## src/rtl/regfile_pkg.sv

```systemverilog
// Shared types for the dual-write register file: clear-engine state encoding,
// default geometry and a write-request payload.
package regfile_pkg;

    localparam int unsigned DATA_W_DEF = 32;
    localparam int unsigned ADDR_W_DEF = 5;

    typedef enum logic [1:0] {
        IDLE  = 2'd0,
        CLEAR = 2'd1,
        DONE  = 2'd2
    } clr_state_e;

    // Write-port payload at the default geometry (pipeline writeback buses).
    typedef struct packed {
        logic                  en;
        logic [ADDR_W_DEF-1:0] addr;
        logic [DATA_W_DEF-1:0] data;
    } wr_req_t;

endpackage : regfile_pkg

```

## src/rtl/regfile_clr_fsm.sv

```systemverilog
// Sequential clear engine: walks clr_ptr over every entry, one per cycle,
// then pulses clr_done. Requests are only accepted from IDLE.
module regfile_clr_fsm
    import regfile_pkg::*;
#(
    parameter int unsigned ADDR_W = ADDR_W_DEF
) (
    input  logic              clk,
    input  logic              rst,
    input  logic              clr_req,
    output logic              clr_busy,
    output logic              clr_done,
    output logic [ADDR_W-1:0] clr_ptr,
    output logic              clr_we
);

    localparam logic [ADDR_W-1:0] LAST_PTR = '1;

    clr_state_e        state_q;
    clr_state_e        state_d;
    logic [ADDR_W-1:0] ptr_d;

    // Next-state and pointer advance.
    always_comb begin
        state_d = state_q;
        ptr_d   = clr_ptr;
        case (state_q)
            IDLE: begin
                if (clr_req) begin
                    state_d = CLEAR;
                    ptr_d   = '0;
                end
            end
            CLEAR: begin
                ptr_d = clr_ptr + ADDR_W'(1);
                if (clr_ptr == LAST_PTR) begin
                    state_d = DONE;
                end
            end
            DONE: begin
                state_d = IDLE;
            end
            default: begin
                state_d = IDLE;
                ptr_d   = '0;
            end
        endcase
    end

    // State and flag registers; flags are decoded from the next state so they
    // line up with the state they describe.
    always_ff @(posedge clk or negedge rst) begin
        if (!rst) begin
            state_q  <= IDLE;
            clr_ptr  <= '0;
            clr_busy <= 1'b0;
            clr_done <= 1'b0;
            clr_we   <= 1'b0;
        end else begin
            state_q  <= state_d;
            clr_ptr  <= ptr_d;
            clr_busy <= (state_d == CLEAR);
            clr_done <= (state_d == DONE);
            clr_we   <= (state_d == CLEAR);
        end
    end

endmodule : regfile_clr_fsm

```

## src/rtl/regfile_2w2r.sv

```systemverilog
// Two-read/two-write register file with a sequential clear engine.
// Define REGFILE_BYPASS_EN for same-cycle write-to-read forwarding.
module regfile_2w2r
    import regfile_pkg::*;
#(
    parameter int unsigned DATA_W   = DATA_W_DEF,
    parameter int unsigned ADDR_W   = ADDR_W_DEF,
    parameter bit          ZERO_REG = 1'b1
) (
    input  logic              clk,
    input  logic              rst,
    input  logic [ADDR_W-1:0] Read_addr_1,
    input  logic [ADDR_W-1:0] Read_addr_2,
    output logic [DATA_W-1:0] Read_data_1,
    output logic [DATA_W-1:0] Read_data_2,
    input  logic              RegWrite,
    input  logic [ADDR_W-1:0] Write_addr,
    input  logic [DATA_W-1:0] Write_data,
    input  logic              RegWrite_2,
    input  logic [ADDR_W-1:0] Write_addr_2,
    input  logic [DATA_W-1:0] Write_data_2,
    input  logic              clr_req,
    output logic              clr_busy,
    output logic              clr_done,
    output logic              wr_drop
);

    localparam int unsigned NUM_REGS = 2 ** ADDR_W;

    logic [DATA_W-1:0] mem [NUM_REGS];

    logic              clr_we;
    logic [ADDR_W-1:0] clr_ptr;
    logic              we1_ok_c;
    logic              we2_ok_c;

    regfile_clr_fsm #(
        .ADDR_W (ADDR_W)
    ) u_clr_fsm (
        .clk      (clk),
        .rst      (rst),
        .clr_req  (clr_req),
        .clr_busy (clr_busy),
        .clr_done (clr_done),
        .clr_ptr  (clr_ptr),
        .clr_we   (clr_we)
    );

    // A write aimed at the hardwired zero entry is not a real write at all.
    always_comb begin
        we1_ok_c = RegWrite   && !(ZERO_REG && (Write_addr   == '0));
        we2_ok_c = RegWrite_2 && !(ZERO_REG && (Write_addr_2 == '0));
    end

    // Storage: clear engine owns the array while running; otherwise port 2
    // is applied after port 1 so it wins on an address collision.
    always_ff @(posedge clk or negedge rst) begin
        if (!rst) begin
            for (int i = 0; i < NUM_REGS; i++) begin
                mem[i] <= '0;
            end
        end else if (clr_we) begin
            mem[clr_ptr] <= '0;
        end else begin
            if (we1_ok_c) begin
                mem[Write_addr] <= Write_data;
            end
            if (we2_ok_c) begin
                mem[Write_addr_2] <= Write_data_2;
            end
        end
    end

    always_ff @(posedge clk or negedge rst) begin
        if (!rst) begin
            wr_drop <= 1'b0;
        end else begin
            wr_drop <= clr_we && (we1_ok_c || we2_ok_c);
        end
    end

    logic [ADDR_W-1:0] rd_addr [2];
    logic [DATA_W-1:0] rd_data [2];

    assign rd_addr[0]  = Read_addr_1;
    assign rd_addr[1]  = Read_addr_2;
    assign Read_data_1 = rd_data[0];
    assign Read_data_2 = rd_data[1];

    for (genvar p = 0; p < 2; p++) begin : g_rd
        always_comb begin
            rd_data[p] = mem[rd_addr[p]];
`ifdef REGFILE_BYPASS_EN
            // Writes discarded by the clear engine must not be forwarded.
            if (!clr_we) begin
                if (we1_ok_c && (Write_addr == rd_addr[p])) begin
                    rd_data[p] = Write_data;
                end
                if (we2_ok_c && (Write_addr_2 == rd_addr[p])) begin
                    rd_data[p] = Write_data_2;
                end
            end
`endif
            if (ZERO_REG && (rd_addr[p] == '0)) begin
                rd_data[p] = '0;
            end
        end
    end

endmodule : regfile_2w2r

```

## config.mk

```make
export PLATFORM = sky130hd
export DESIGN_NAME = regfile_2w2r
export DESIGN_NICKNAME = d
export VERILOG_FILES = /design/src/rtl/regfile_pkg.sv /design/src/rtl/regfile_clr_fsm.sv /design/src/rtl/regfile_2w2r.sv
export SDC_FILE = /design/constraint.sdc
export NUM_CORES = 2
export LEC_CHECK = 0
export ABC_AREA = 1
export ABC_CLOCK_PERIOD_IN_PS = 2900
export CORE_MARGIN = 5
export CORE_UTILIZATION = 30
export CTS_BUF_LIST = sky130_fd_sc_hd__clkbuf_16
export DETAILED_ROUTE_END_ITERATION = 16
export SLEW_MARGIN = 20
export SYNTH_ARGS = -nofsm -noshare
export SYNTH_HDL_FRONTEND = slang
export SYNTH_HIERARCHICAL = 1
export SYNTH_SLANG_ARGS = --single-unit
```

## constraint.sdc

```tcl
create_clock -name clk -period 2.9 [get_ports clk]
set_input_delay 0.725 -clock clk [delete_from_list [all_inputs] [get_ports clk]]
set_output_delay 0.725 -clock clk [all_outputs]
set_load 0.1 [all_outputs]
```

Word-level counts from Yosys, hierarchy flattened
Index checks and enable logic that the tools add are counted.

word-level totals
  memories kept = 0
  latch bits = 0
  RAM bits = 0
  logic and storage cells = 100
  ROM bits = 0
  flip-flop bits (word level) = 1,034

operators by class
  reductions and logical operators = 15
  shift operators = 0
  bitwise gates (word level) = 8
  equal/unequal tests = 6
  multiply operators = 0
  div/mod/pow operators = 0
  multiplexer cells = 25
  $add $sub $neg = 1
  magnitude comparators = 8

operator list
  operator              count
  $mux 1024             4
  $bwmux 1024           2
  $and 1024x1024->1024  1
  $not 1024->1024       1
  $demux 32 s5          3
  $bmux 32 s5           2
  $mux 32               9
  $ge 6x6->1 const B    5
  $not 5->6             5
  $logic_not 5->1       4
  $lt 6x1->1 const B    3
  $pmux 5 s3            1
  $logic_and 1x1->1     6
  $add 5x1->5 const B   1
  $eq 5x5->1 const B    1
  $mux 5                1
  $eq 2x1->1 const B    2
  $eq 2x2->1 const B    2
  $mux 2                2
  $pmux 2 s2            1
  $logic_not 1->1       2
  $logic_not 2->1       1
  $ne 2x2->1 const B    1
  $reduce_and 2->1      1
  2 further kinds       2

Depth between registers and ports, before layout
  word-level depth = 11
  gate-level depth with buffers = 13
  gate-level depth less buffers = 11

Cells and area by module
The synthesis kept the hierarchy.

by module, submodules not included
  module           seq. area each (um2)  instances  cells each  area each (um2)
  regfile_2w2r     25,649.6              1          13,971      79,603.8
  regfile_clr_fsm  225.2                 1          45          416.6

Worst setup path after synthesis
No wires, ideal clock.

  path kind = input to output
  start = in Read_addr_2[0]
  end = out Read_data_2[14]
  required time = 2.175 ns
  arrival = 3.222 ns
  path slack = -1.047 ns
  stages on the path = 12
  buffers on the path = 4
  cells stage by stage = clkbuf_1 buf_2 buf_2 clkbuf_1 nand2_1 nand3_1 nand3_1 nand2_1 nand2_1 nand3_1 nand2_1 nor2_1

between the ends
  cells in the longest elaborated chain, start to end = 5
  elaborated cells on any way between the ends = 6
  classes of those cells = mux: 4; bitwise: 1; reduce/logical: 1

ends and longest elaborated chain
  what                                         RTL line             RTL
  from (decl)                                  regfile_2w2r.sv:13   input logic [ADDR_W-1:0] Read_addr_2,
  $not 5->6 (implied by the code)              regfile_2w2r.sv:92   rd_data[p] = mem[rd_addr[p]];
  $bmux 32 s5                                  regfile_2w2r.sv:92
  $mux 32 (implied by the code) (2 in series)  regfile_2w2r.sv:92
  $mux 32 *                                    regfile_2w2r.sv:104  if (ZERO_REG && (rd_addr[p] == '0)) begin
  to (decl)                                    regfile_2w2r.sv:15   output logic [DATA_W-1:0] Read_data_2,

Mark *: on every way between the ends. The rest lies on a longest branch, timed or not. The select of a mux whose other input is x is not followed.

Worst setup path after layout
  start = in Read_addr_1[0]
  end = out Read_data_1[16]

between the ends
  cells in the longest elaborated chain, start to end = 5
  elaborated cells on any way between the ends = 6
  classes of those cells = mux: 4; bitwise: 1; reduce/logical: 1

ends and longest elaborated chain
  what                                         RTL line             RTL
  from (decl)                                  regfile_2w2r.sv:12   input logic [ADDR_W-1:0] Read_addr_1,
  $not 5->6 (implied by the code)              regfile_2w2r.sv:92
  $bmux 32 s5                                  regfile_2w2r.sv:92
  $mux 32 (implied by the code) (2 in series)  regfile_2w2r.sv:92
  $mux 32 *                                    regfile_2w2r.sv:104
  to (decl)                                    regfile_2w2r.sv:14   output logic [DATA_W-1:0] Read_data_1,

Marks and branches as above.

==> results summary <==
The number of antenna violations at the first check in global routing is 25. The number of violations of the max-capacitance limit came out at 0. IR analysis of the VDD net gives a maximum drop of around 750 µV. The final routed DRC violation total is 0. The detailed-route via count came out at about 110k. In this run the core area contains 189 standard-cell rows.

The buffering stage count on the worst path with inverters included is 6. STA classifies the critical path startpoint as a primary input. The sum of net half-perimeters after detailed placement came out at 337800 µm. The sequential share of power is 0.318. The distinct cell type count of the synthesized netlist came out at 27. The CTS tree is built.

The first-iteration detailed-routing DRC count is 17950. The die height is 526.5 µm. The largest fanout of any net on the critical path is 7.

By area the synthesized netlist is led by nand2_1 34%, dfrtp_1 32%, nand3_1 18%. The stage delay of the slowest cell on the critical path is 240 ps. After detailed routing, the number of vias per cell comes to 5.948. The met1 wire length came out at 184100 µm. The first-pass GRT wire length came out at 720400 µm.

The area fraction of the dominant cell type after synthesis came out at 0.3372. The tightest min-delay check is of the in -> async type. For this run, the post-layout net count is 14580.

The core box area came out at 0.2653 mm². The async set-or-reset flop fraction in the synthesized netlist is 1.000. The flow ran to the end, but the final reports show violations. The part of the total power dissipated in the clock network is 0.216.

Yosys mapped a number of flops with a built-in enable equal to 0. The part of the total power dissipated in combinational logic is 0.465. The core utilization of the finished layout came out at 0.4100.

The overall overflow remaining after global route came out at 0. The layout cell share with drive strength beyond 1 came out at 0.1749. The final design area excluding fillers came out at 0.1088 mm². The largest total area in the synthesized netlist belongs to nand2_1. The count of input and output buffers came out at roughly 160. Compared with the post-synthesis result, the final layout area differs by 35.95%.

For this design the static power due to leakage is 53.63 nW. Based on the critical path, the design can be clocked at up to 303.0 MHz. The H-tree depth is 4. Entering global routing, the biggest net connects 122 pins. The routed wire length on met2 came out at 198500 µm. The power density normalized to cell area is 730.7 mW/mm².

The starting utilization of the core area came out at 0.3016. The clock root buffer master is clkbuf_16. The critical path arrival is 2580 ps. The total wire length came out at 517000 µm.

The setup slack on the worst flop-to-flop path is between 150 and 200 ps. Setup violations remaining at the end of the flow were counted as 64. In this run the mean area of a mapped cell was 5.709 µm². The worst clock skew came out at 40.90 ps. The via count of the first global-routing pass is 96190.

In this run, synthesis produced a sequential element count of 1034. The worst slew margin relative to its limit is 0.2309. The library cell with the highest instance count after synthesis is nand2_1.

The insertion delay to the later sink of the worst-skew pair is approximately 820 ps. Wire segments on met3 add up to 80220 µm in the final route. In this design, the critical path's most frequently occurring cell is buf_16. The number of sinks on the clock net came out at 1034. On the critical path, the stage with the largest delay is an instance of nor2_4. In the synthesized netlist the dominant register cell turns out to be dfrtp_1. Grouping stages by cell kind, the critical path spends the most delay in buffers and inverters.

The net count after synthesis came out at 14110. The number of top-level pins is 156. The worst setup path is captured at an output pin.

The final hold slack is 369.6 ps. In the global route stage, overall resource usage came out at 0.3541. For the pin with the worst max-slew slack, the measured transition is around 1200 ps. The post-route minimum period is roughly 3300 ps. The number of max-slew violations in the final report came out at 0.

The clock tree buffer depth came out at 3. The critical path is of the in -> out type. In this run the top signal layer used is met5.

The cell area after placement is 0.09615 mm². For this design the total switching power over the nets is 0.03791 W. Setup repair after global routing could not meet its margin everywhere.

The total power consumption of the routed design came out at just under 0.08 W. The internal power component is a little over 0.04 W. The number of iterations in the first detailed-routing pass is 7. The cell area that synthesis handed to floorplanning was 0.08002 mm².

The total number of yosys warnings is 6. Counting the buffers created by CTS gives approximately 130. The number of routed nets with antenna violations is 0.

The finished layout holds 18150 standard cells, fillers aside. The setup slack after layout came out at -400.4 ps. Traced cell by cell, the critical path runs through buf_16 > clkinv_16 > buf_16 > buf_16 > buf_16 > nand2_1 > nand3_2 > nand3_2 > nand2_2 > nand2_2 > nand3_2 > nand2_2 > nor2_4 > buf_12. The final reports fail on negative setup slack.

The die boundary width is 526.5 µm. The commonest cells after synthesis are 7189 x nand2_1, 2826 x nand3_1, 1034 x dfrtp_1. The fraction of the yosys area taken by sequential cells came out at 0.3234. The number of cells in the design after placement is 17630. The die area is 0.2772 mm². Data on the critical path is required at its endpoint by around 2200 ps. The synthesized instance count came out at 14020.

At the end of routability-driven placement, the weighted congestion stood at 1.028. The final period utilization came out at 1.138. The count of endpoints failing hold in the final timing report is 0.

The routed wirelength normalized by instance count is 28.49 µm. Clock-pin slew was measured on the worst setup and hold paths at 60 ps. Of the total power, the share spent switching nets is 0.4769.
[sequential cells by signal (all words and copies together) (netlist names)]
name                cells
mem                  1024
u_clr_fsm/clr_ptr       5
wr_drop                 1
u_clr_fsm/clr_done      1
u_clr_fsm/state_q       2
u_clr_fsm/clr_we        1
[stage by stage]
stage,setup slack (ps),setup TNS [ps]
2_1_floorplan,-67.72,-4002
3_3_place_gp,-661.6,-87720
3_5_place_dp,-644.4,-85460
4_1_cts,-353.3,-16160
5_1_grt,-390.6,-19530
6_report,-400.4,-19330
[power groups by stage]
stage                     combinational [W]  clock, W  sequential (W)
after detailed placement             0.0330         0          0.0251
after global routing                 0.0394    0.0176          0.0257
after CTS                            0.0349    0.0171          0.0249
final                                0.0370    0.0172          0.0253
after floorplan                      0.0206         0          0.0230
after global placement               0.0325         0          0.0251
[kinds of logic after synthesis]
group | share of synthesized area
flops | 0.3234
fa+ha+maj | 0.0003127
compound gates | 0.06728
buf+inv | 0.07554
simple gates | 0.5335
[routing by layer]
layer  vias to the layer above  global-route usage
met1                     50170              0.4421
met5                         -            0.004444
met2                      9417              0.4805
met3                      2425              0.1336
met4                        20              0.2905
li1                      45900                   -
[area by class of cell]
class	instances	area, µm²
Antenna cell	22	55.05
Clock buffer	137	3428
Clock inverter	94	770.7
Fill cell	27740	156500
Inverter	341	1419
Multi-Input combinational cell	11450	52350
Sequential cell	1034	25910
Tap cell	3533	4420
Timing Repair Buffer	1532	20300
Timing Repair inverter	7	131.4
[cells in the final DEF, fill, tap and decap left out, types with 13 or more instances in the layout]
cell | synthesis | routed
clkdlybuf4s50_1 | 0 | 77
nand2_1 | 7189 | 6867
nand2_2 | 5 | 244
clkbuf_16 | 0 | 147
bufinv_16 | 0 | 13
nand3_1 | 2826 | 2581
a21oi_4 | 0 | 28
dfrtp_1 | 1034 | 1005
nand2_4 | 1 | 81
clkinv_2 | 0 | 22
o21ai_0 | 249 | 221
a21oi_1 | 739 | 687
o21ai_1 | 71 | 95
a21oi_2 | 0 | 24
nand3_2 | 0 | 223
inv_2 | 24 | 26
buf_16 | 0 | 88
buf_4 | 1 | 771
inv_1 | 314 | 331
buf_6 | 0 | 71
nor2_2 | 22 | 74
dfrtp_2 | 0 | 28
buf_12 | 0 | 463
diode_2 | 0 | 22
clkinv_1 | 2 | 28
nor2_4 | 5 | 129
nand3_4 | 0 | 22
buf_8 | 0 | 35
bufbuf_16 | 0 | 14
nor2_1 | 301 | 125
[path summary, 6_finish.rpt]
path | from | endpoint | cells after the start
max in group asynchronous | rst | mem[517]$_DFF_PN0_ | 3
setup / recovery | Read_addr_1[0] | Read_data_1[16] | 14
min in group clk | mem[1009]$_DFF_PN0_ | mem[1009]$_DFF_PN0_ | 2
hold reg to reg | mem[1009]$_DFF_PN0_ | mem[1009]$_DFF_PN0_ | 2
setup reg to reg | u_clr_fsm/clr_ptr[0]$_DFFE_PN0P_ | mem[831]$_DFF_PN0_ | 8
hold / removal | rst | mem[38]$_DFF_PN0_ | 2
[timing repair]
item | 4_1_cts | 5_1_grt
hold buffers | 1 | 0
endpoints found under the setup margin | 64 | 64
pin swaps | 260 | 190
setup buffers | 154 | 43
resized for setup | 848 | 367
gates cloned | 76 | 10
hold endpoints to repair | 9 | 0
Power figures use the tool's default switching activity.
